<file path="config.mk">
export PLATFORM = sky130hd
export DESIGN_NAME = ps2_scan_fifo
export DESIGN_NICKNAME = d
export VERILOG_FILES = /design/src/rtl/ps2_scan_fifo.sv
export SDC_FILE = /design/constraint.sdc
export NUM_CORES = 1
export LEC_CHECK = 0
export CORE_UTILIZATION = 35
export CTS_CLUSTER_DIAMETER = 120
export DETAILED_ROUTE_END_ITERATION = 7
export GPL_TIMING_DRIVEN = 0
export PLACE_DENSITY = 0.6
export SLEW_MARGIN = 5
export SYNTH_ARGS = -nofsm -noshare
export SYNTH_HDL_FRONTEND = slang
export SYNTH_SLANG_ARGS = --single-unit
</file>
<file path="constraint.sdc">
create_clock -name clk -period 2.5 [get_ports clk]
set_input_delay 0.375 -clock clk [delete_from_list [all_inputs] [get_ports clk]]
set_output_delay 0.375 -clock clk [all_outputs]
set_load 0.05 [all_outputs]
</file>
<file path="src/rtl/ps2_scan_fifo.sv">
// PS/2 device-to-host frame receiver with E0/F0 prefix folding into a first-word-fall-through event FIFO.
// Latency: an event is written one clk after the stop bit is accepted and becomes visible one clk after that write.
// Backpressure: none toward the PS/2 device; an event that arrives while the FIFO is full is dropped and sets the sticky overflow flag.
//
// Ports:
//   clk, reset          system clock, asynchronous active-low reset
//   keyb_clk            PS/2 clock (asynchronous to clk)
//   serial_stream       PS/2 data (asynchronous to clk)
//   rd_en               pop the head entry (ignored while valid=0)
//   valid               FIFO holds at least one event
//   code_out            scan code of the head event
//   released            head event is a break (key-up)
//   extended            head event was prefixed by E0
//   count, full         FIFO occupancy
//   overflow            sticky flag: an event was lost because the FIFO was full
//   frame_err           one-cycle pulse on a start, stop, parity or timeout error
module ps2_scan_fifo #(
   parameter int FIFO_DEPTH     = 8,
   parameter int SYNC_STAGES    = 2,
   parameter int TIMEOUT_CYCLES = 2000,
   parameter bit CHECK_PARITY   = 1'b1,
   parameter bit REPORT_BREAK   = 1'b1
) (
   input  logic                          clk,
   input  logic                          reset,
   input  logic                          keyb_clk,
   input  logic                          serial_stream,
   input  logic                          rd_en,
   output logic                          valid,
   output logic [7:0]                    code_out,
   output logic                          released,
   output logic                          extended,
   output logic [$clog2(FIFO_DEPTH):0]   count,
   output logic                          full,
   output logic                          overflow,
   output logic                          frame_err
);

   localparam int AW = $clog2(FIFO_DEPTH);
   localparam int CW = AW + 1;
   localparam int TW = $clog2(TIMEOUT_CYCLES + 1);

   typedef enum logic [1:0] {
      S_IDLE,
      S_DATA,
      S_PARITY,
      S_STOP
   } state_t;

   // ------------------------------------------------------------------
   // Input synchronisers and falling-edge detect on keyb_clk
   // ------------------------------------------------------------------
   logic [SYNC_STAGES-1:0] r_kclk_sync;
   logic [SYNC_STAGES-1:0] r_data_sync;
   logic                   r_kclk_prev;
   logic                   w_fall;
   logic                   w_bit;

   always_ff @(posedge clk or negedge reset) begin
      if (!reset) begin
         r_kclk_sync <= '1;
         r_data_sync <= '1;
         r_kclk_prev <= 1'b1;
      end else begin
         r_kclk_sync <= {r_kclk_sync[SYNC_STAGES-2:0], keyb_clk};
         r_data_sync <= {r_data_sync[SYNC_STAGES-2:0], serial_stream};
         r_kclk_prev <= r_kclk_sync[SYNC_STAGES-1];
      end
   end

   assign w_fall = r_kclk_prev & ~r_kclk_sync[SYNC_STAGES-1];
   assign w_bit  = r_data_sync[SYNC_STAGES-1];

   // ------------------------------------------------------------------
   // Frame FSM
   // ------------------------------------------------------------------
   state_t          r_state;
   state_t          w_state_nxt;
   logic [7:0]      r_shift;
   logic [2:0]      r_bit_cnt;
   logic            r_par;
   logic [TW-1:0]   r_wd;
   logic            r_frame_err;
   logic            r_acc_vld;
   logic [7:0]      r_acc_byte;
   logic            w_err;
   logic            w_accept;
   logic            w_timeout;
   logic            w_par_ok;

   // Odd parity: data ones plus parity bit must be odd.
   assign w_par_ok  = ^{r_shift, r_par};
   // A falling edge on the same cycle resets the watchdog, so it wins.
   assign w_timeout = (r_state != S_IDLE) && !w_fall && (r_wd == TW'(TIMEOUT_CYCLES));

   always_ff @(posedge clk or negedge reset) begin
      if (!reset) r_state <= S_IDLE;
      else        r_state <= w_state_nxt;
   end

   always_comb begin
      w_state_nxt = r_state;
      w_err       = 1'b0;
      w_accept    = 1'b0;
      if (w_timeout) begin
         w_state_nxt = S_IDLE;
         w_err       = 1'b1;
      end else if (w_fall) begin
         case (r_state)
            S_IDLE: begin
               if (!w_bit) w_state_nxt = S_DATA;
               else        w_err       = 1'b1;
            end
            S_DATA: begin
               if (r_bit_cnt == 3'd7) w_state_nxt = S_PARITY;
            end
            S_PARITY: w_state_nxt = S_STOP;
            S_STOP: begin
               w_state_nxt = S_IDLE;
               if (!w_bit || (CHECK_PARITY && !w_par_ok)) w_err    = 1'b1;
               else                                       w_accept = 1'b1;
            end
            default: w_state_nxt = S_IDLE;
         endcase
      end
   end

   always_ff @(posedge clk or negedge reset) begin
      if (!reset) begin
         r_shift     <= 8'h00;
         r_bit_cnt   <= 3'd0;
         r_par       <= 1'b0;
         r_wd        <= '0;
         r_frame_err <= 1'b0;
         r_acc_vld   <= 1'b0;
         r_acc_byte  <= 8'h00;
      end else begin
         if (w_fall)                        r_wd <= '0;
         else if (r_wd != TW'(TIMEOUT_CYCLES)) r_wd <= r_wd + TW'(1);

         if (w_fall && r_state == S_IDLE) r_bit_cnt <= 3'd0;
         if (w_fall && r_state == S_DATA) begin
            // LSB arrives first, so shift in from the top.
            r_shift   <= {w_bit, r_shift[7:1]};
            r_bit_cnt <= r_bit_cnt + 3'd1;
         end
         if (w_fall && r_state == S_PARITY) r_par <= w_bit;

         r_frame_err <= w_err;
         r_acc_vld   <= w_accept;
         if (w_accept) r_acc_byte <= r_shift;
      end
   end

   assign frame_err = r_frame_err;

   // ------------------------------------------------------------------
   // Prefix folding: E0/F0 only set flags, any other byte makes an event
   // ------------------------------------------------------------------
   logic       r_ext_pend;
   logic       r_brk_pend;
   logic       w_is_pref;
   logic       w_evt_vld;
   logic [9:0] w_evt;

   assign w_is_pref = (r_acc_byte == 8'hE0) || (r_acc_byte == 8'hF0);
   assign w_evt_vld = r_acc_vld && !w_is_pref && (REPORT_BREAK || !r_brk_pend);
   assign w_evt     = {r_ext_pend, r_brk_pend, r_acc_byte};

   always_ff @(posedge clk or negedge reset) begin
      if (!reset) begin
         r_ext_pend <= 1'b0;
         r_brk_pend <= 1'b0;
      end else if (r_acc_vld) begin
         if (r_acc_byte == 8'hE0)      r_ext_pend <= 1'b1;
         else if (r_acc_byte == 8'hF0) r_brk_pend <= 1'b1;
         else begin
            r_ext_pend <= 1'b0;
            r_brk_pend <= 1'b0;
         end
      end
   end

   // ------------------------------------------------------------------
   // FWFT event FIFO
   // ------------------------------------------------------------------
   logic [9:0]    r_mem [FIFO_DEPTH];
   logic [AW-1:0] r_wr_ptr;
   logic [AW-1:0] r_rd_ptr;
   logic [CW-1:0] r_count;
   logic          r_overflow;
   logic [9:0]    r_hold;
   logic [9:0]    w_head;
   logic [9:0]    w_out;
   logic          w_pop;
   logic          w_push;

   assign valid  = (r_count != '0);
   assign full   = (r_count == CW'(FIFO_DEPTH));
   assign w_pop  = rd_en & valid;
   // A pop in the same cycle frees the slot, so a full FIFO still accepts.
   assign w_push = w_evt_vld & (!full | w_pop);

   always_ff @(posedge clk) begin
      if (w_push) r_mem[r_wr_ptr] <= w_evt;
   end

   always_ff @(posedge clk or negedge reset) begin
      if (!reset) begin
         r_wr_ptr   <= '0;
         r_rd_ptr   <= '0;
         r_count    <= '0;
         r_overflow <= 1'b0;
         r_hold     <= 10'h000;
      end else begin
         if (w_push) r_wr_ptr <= r_wr_ptr + AW'(1);
         if (w_pop)  r_rd_ptr <= r_rd_ptr + AW'(1);
         case ({w_push, w_pop})
            2'b10:   r_count <= r_count + CW'(1);
            2'b01:   r_count <= r_count - CW'(1);
            default: r_count <= r_count;
         endcase
         if (w_evt_vld && full && !w_pop) r_overflow <= 1'b1;
         // Track the visible head so the outputs freeze once the FIFO empties.
         if (valid) r_hold <= w_head;
      end
   end

   assign w_head   = r_mem[r_rd_ptr];
   assign w_out    = valid ? w_head : r_hold;
   assign extended = w_out[9];
   assign released = w_out[8];
   assign code_out = w_out[7:0];
   assign count    = r_count;
   assign overflow = r_overflow;

endmodule

</file>
==> results.py <==
metrics = {
    "clocking": {
        "clkLatencyLatePin_ps": 420,
        "cts_tree": "built",
        "ctsRootBufferMaster": "clkbuf_16",
        "cts_buffers": 17,
        "cts.reportedPaths.clkPinSlew_ps": 60,
        "cts.sink_count": 143,
        "number_of_h_tree_levels": 4,
        "cts_buffer_depth": 2,
    },
    "placement": {
        "dpl_worst_slack_ps": -386,
        "placement.io_buffers": 22,
        "place.detailed.hpwl_mm": 6.53,
        "place.gp.congestion": 0.704,
    },
    "power_and_ir_drop": {
        "clkPwrFrac_pct": 26.1,
        "power.ir.vdd_worst_mv": 0.700,
        "sequential_power_share_pct": 34.5,
        "switching_share_pct": 34.5,
        "pwr-share-comb_pct": 39.4,
        "power-per-cell-area_mw_per_mm2": 1340,
        "power_report.internal_total_mw": 6.59,
        "p_switching_mw": 3.47,
        "total_power_mw": 10.1,
        "power_leakage_nw": 2.88,
    },
    "setup_path": {
        "crit_path_end_kind": "output port",
        "worst-endpoint-required_ps": 2120,
        "crit_path_max_fanout": 6,
        "worstSetupStartpointType": "flop",
        "critical_path_class": "reg -> out",
        "worst_setup_path_startpoint": "r_rd_ptr[0]",
        "worst_ep_arrival_time_ps": 2170,
        "r2r_start": "r_acc_byte[2]",
    },
    "drt": {
        "drt_wl_total_mm": 10.6,
        "drtPass1Iterations": 4,
        "avgViaCountPerCell": 4.80,
        "antenna_left": 0,
        "drc_violations": 0,
        "first_iter_violations": 159,
        "drt-wirelength-per-cell_um": 16.3,
        "routed-via-count": 3116,
    },
    "final_layout": {
        "antenna_cells": 0,
        "regArea_mm2": 0.00399,
        "drive_gt1_share_pct": 36.1,
        "multi_input_comb_area_mm2": 0.00213,
        "final_common_cell": "edfxtp_1",
        "syn_to_final_growth_pct": 28.1,
        "layout_common_cells": "80 x edfxtp_1, 53 x dfrtp_1, 20 x clkbuf_16, 20 x mux4_2, 19 x nor2_1",
        "finalNetCount": 434,
        "layout.filler_cells": 1428,
    },
    "run_status": {
        "outcome": "complete, but fails checks",
        "violations": "negative setup slack",
    },
    "floorplanning": {
        "row_count": 47,
        "die_w_um": 132,
        "start_util_pct": 35.7,
        "die-height_um": 132,
        "core_region_area_mm2": 0.0165,
        "num_io_pins": 23,
        "floorplan.die_area_mm2": 0.0173,
    },
    "sta": {
        "fmax_mhz": 393,
        "worst_slack_ps": -42.9,
        "worst_pin_slew_ps": 1000,
        "period_minus_slack_ps": 2540,
        "worst_slew_margin_rel_pct": 32.9,
        "unrepaired_setup_endpoints_after_global_routing": "yes",
        "finalHoldViolCount": 0,
        "timing.final.crit_share_pct": 102,
        "fin_skew_ps": 8.49,
        "timing.final.setup_violations": 20,
        "timing_max_transition_violations_final": 0,
    },
    "logic_synthesis": {
        "netlist.area_leader.share_pct": 40.9,
        "synth.net_count": 382,
        "syn-mean-instance-area_um2": 16.1,
        "synthCells": 364,
        "synth_area_mm2": 0.00588,
        "yosysTopAreaCell": "edfxtp_1",
        "synth_top_flop_cell": "edfxtp_1",
        "synth_cell_types": 47,
        "synth.area.top_cells": "edfxtp_1 41%, dfrtp_1 25%, mux4_2 7.7%",
        "async_flop_share_pct": 44.1,
        "synth_enable_flop_cells": 80,
        "synth_warnings": 0,
        "synth-seq-area-share_pct": 67.8,
        "synth-seq-cells": 143,
    },
    "global_route": {
        "grt_usage_pct": 12.9,
        "grt_antenna_before_repair": 0,
        "first_global_vias": 3217,
        "globalRouteOverflowTotal": 0,
        "grt_start_max_net_pins": 64,
        "grt_pass1_wl_mm": 16.7,
    },
    "job": {
        "max_cap_violations": 0,
    },
    "worst_hold_path": {
        "hold_class": "in -> async",
    },
}
## cells by family (layout without fill, tap and decap cells)
family / after synthesis / count (layout) / synth area share (%)
AOI/OAI and AO/OA: 31 / 31 / 3.36
xor gates and xnor gates: 22 / 22 / 3.77
adders and majority gates: 13 / 13 / 2.77
buffers and inverters: 22 / 87 / 1.47
DFF: 143 / 143 / 67.8
muxes: 53 / 53 / 13.9
and+or+nand+nor: 80 / 80 / 6.92
## routing by layer
metal	wire length, µm	vias to the layer above	track usage [%]	share of wire (%)
met2	5280	52	21.0	50
met1	4650	1580	15.6	44
li1	-	1466	-	-
met4	203	0	5.68	1.9
met3	457	18	4.24	4.3
met5	0	-	0	0
## sequential cells by signal, summed over array words and instances (netlist names)
name	count
r_mem	80
r_wd	11
r_hold	10
r_acc_byte	8
r_shift	8
count	4
r_bit_cnt	3
r_rd_ptr	3
r_wr_ptr	3
r_data_sync	2
r_kclk_sync	2
r_state	2
frame_err	1
overflow	1
r_acc_vld	1
r_brk_pend	1
r_ext_pend	1
r_kclk_prev	1
r_par	1
## synth_stat cells, types with 2 or more instances
cell / count
mux2_1: 2
xnor2_1: 10
nand4b_1: 3
nor2_1: 32
nand3b_1: 2
a32o_1: 2
buf_2: 3
clkbuf_1: 7
nand4_1: 3
nor2b_1: 2
nor3_1: 4
mux4_2: 20
inv_1: 11
dfstp_2: 5
o21ai_0: 3
nand2_1: 12
or3_1: 3
ha_1: 13
edfxtp_1: 80
nand3_1: 4
mux2_2: 18
mux2i_1: 12
a21oi_1: 17
xor2_1: 10
dfrtp_1: 58
nand2b_1: 7
## power by group through the flow
stage	clock network, mW	logic, mW	registers, mW
final	2.63	3.96	3.47
after global routing	2.77	4.23	3.54
after floorplan	0	2.42	3.47
after global placement	0	3.27	3.43
after CTS	2.67	3.62	3.45
after detailed placement	0	3.32	3.47
## worst max-delay path: stages (launching register included)
cell	delay [ps]
dfrtp_2	520
clkbuf_16	210
mux4_2	550
mux2i_4	210
a21oi_4	90
buf_6	160
## what timing repair did
item | 4_1_cts | 5_1_grt
hold buffers | 0 | 0
setup endpoints to repair | 68 | 61
pin swaps | 1 | 8
cloned | 0 | 3
gates resized for setup | 113 | 22
setup buffers | 1 | 7
## area by class of cell
cell class	instances	share of cell area (%)
plain buffers	11	1.58
clock inverters	15	2.56
inverters	11	0.548
clock buffers	17	5.65
well taps	220	3.66
repair buffers	33	4.70
flip-flops and latches	143	53.0
multi-input cells	199	28.3
## final timing paths
path	endpoint	slack, ps	depth (start not counted)
max in group asynchronous	r_rd_ptr[0]	1860	1
min reg2reg	r_data_sync[1]	350	0
max reg2reg	r_mem[7][5]	-30	4
min in group clk	r_data_sync[1]	350	0
max	code_out[1]	-40	5
min	r_wd[1]	30	1
## metrics by stage
stage | setup TNS (ps) | hold WS (ps) | std cells | util, % | cell area [µm²]
2_1_floorplan | 0 | 79.4 | 364 | - | 6020
6_report | -360 | 34.0 | 649 | 45.7 | 7530
3_3_place_gp | -96550 | 347 | 606 | 39.6 | 6520
3_5_place_dp | -18890 | 347 | 606 | 39.6 | 6530
4_1_cts | -1800 | 80.8 | 639 | 44.4 | 7310
5_1_grt | -4580 | 100 | 649 | 45.7 | 7530
Power figures use the tool's default switching activity.
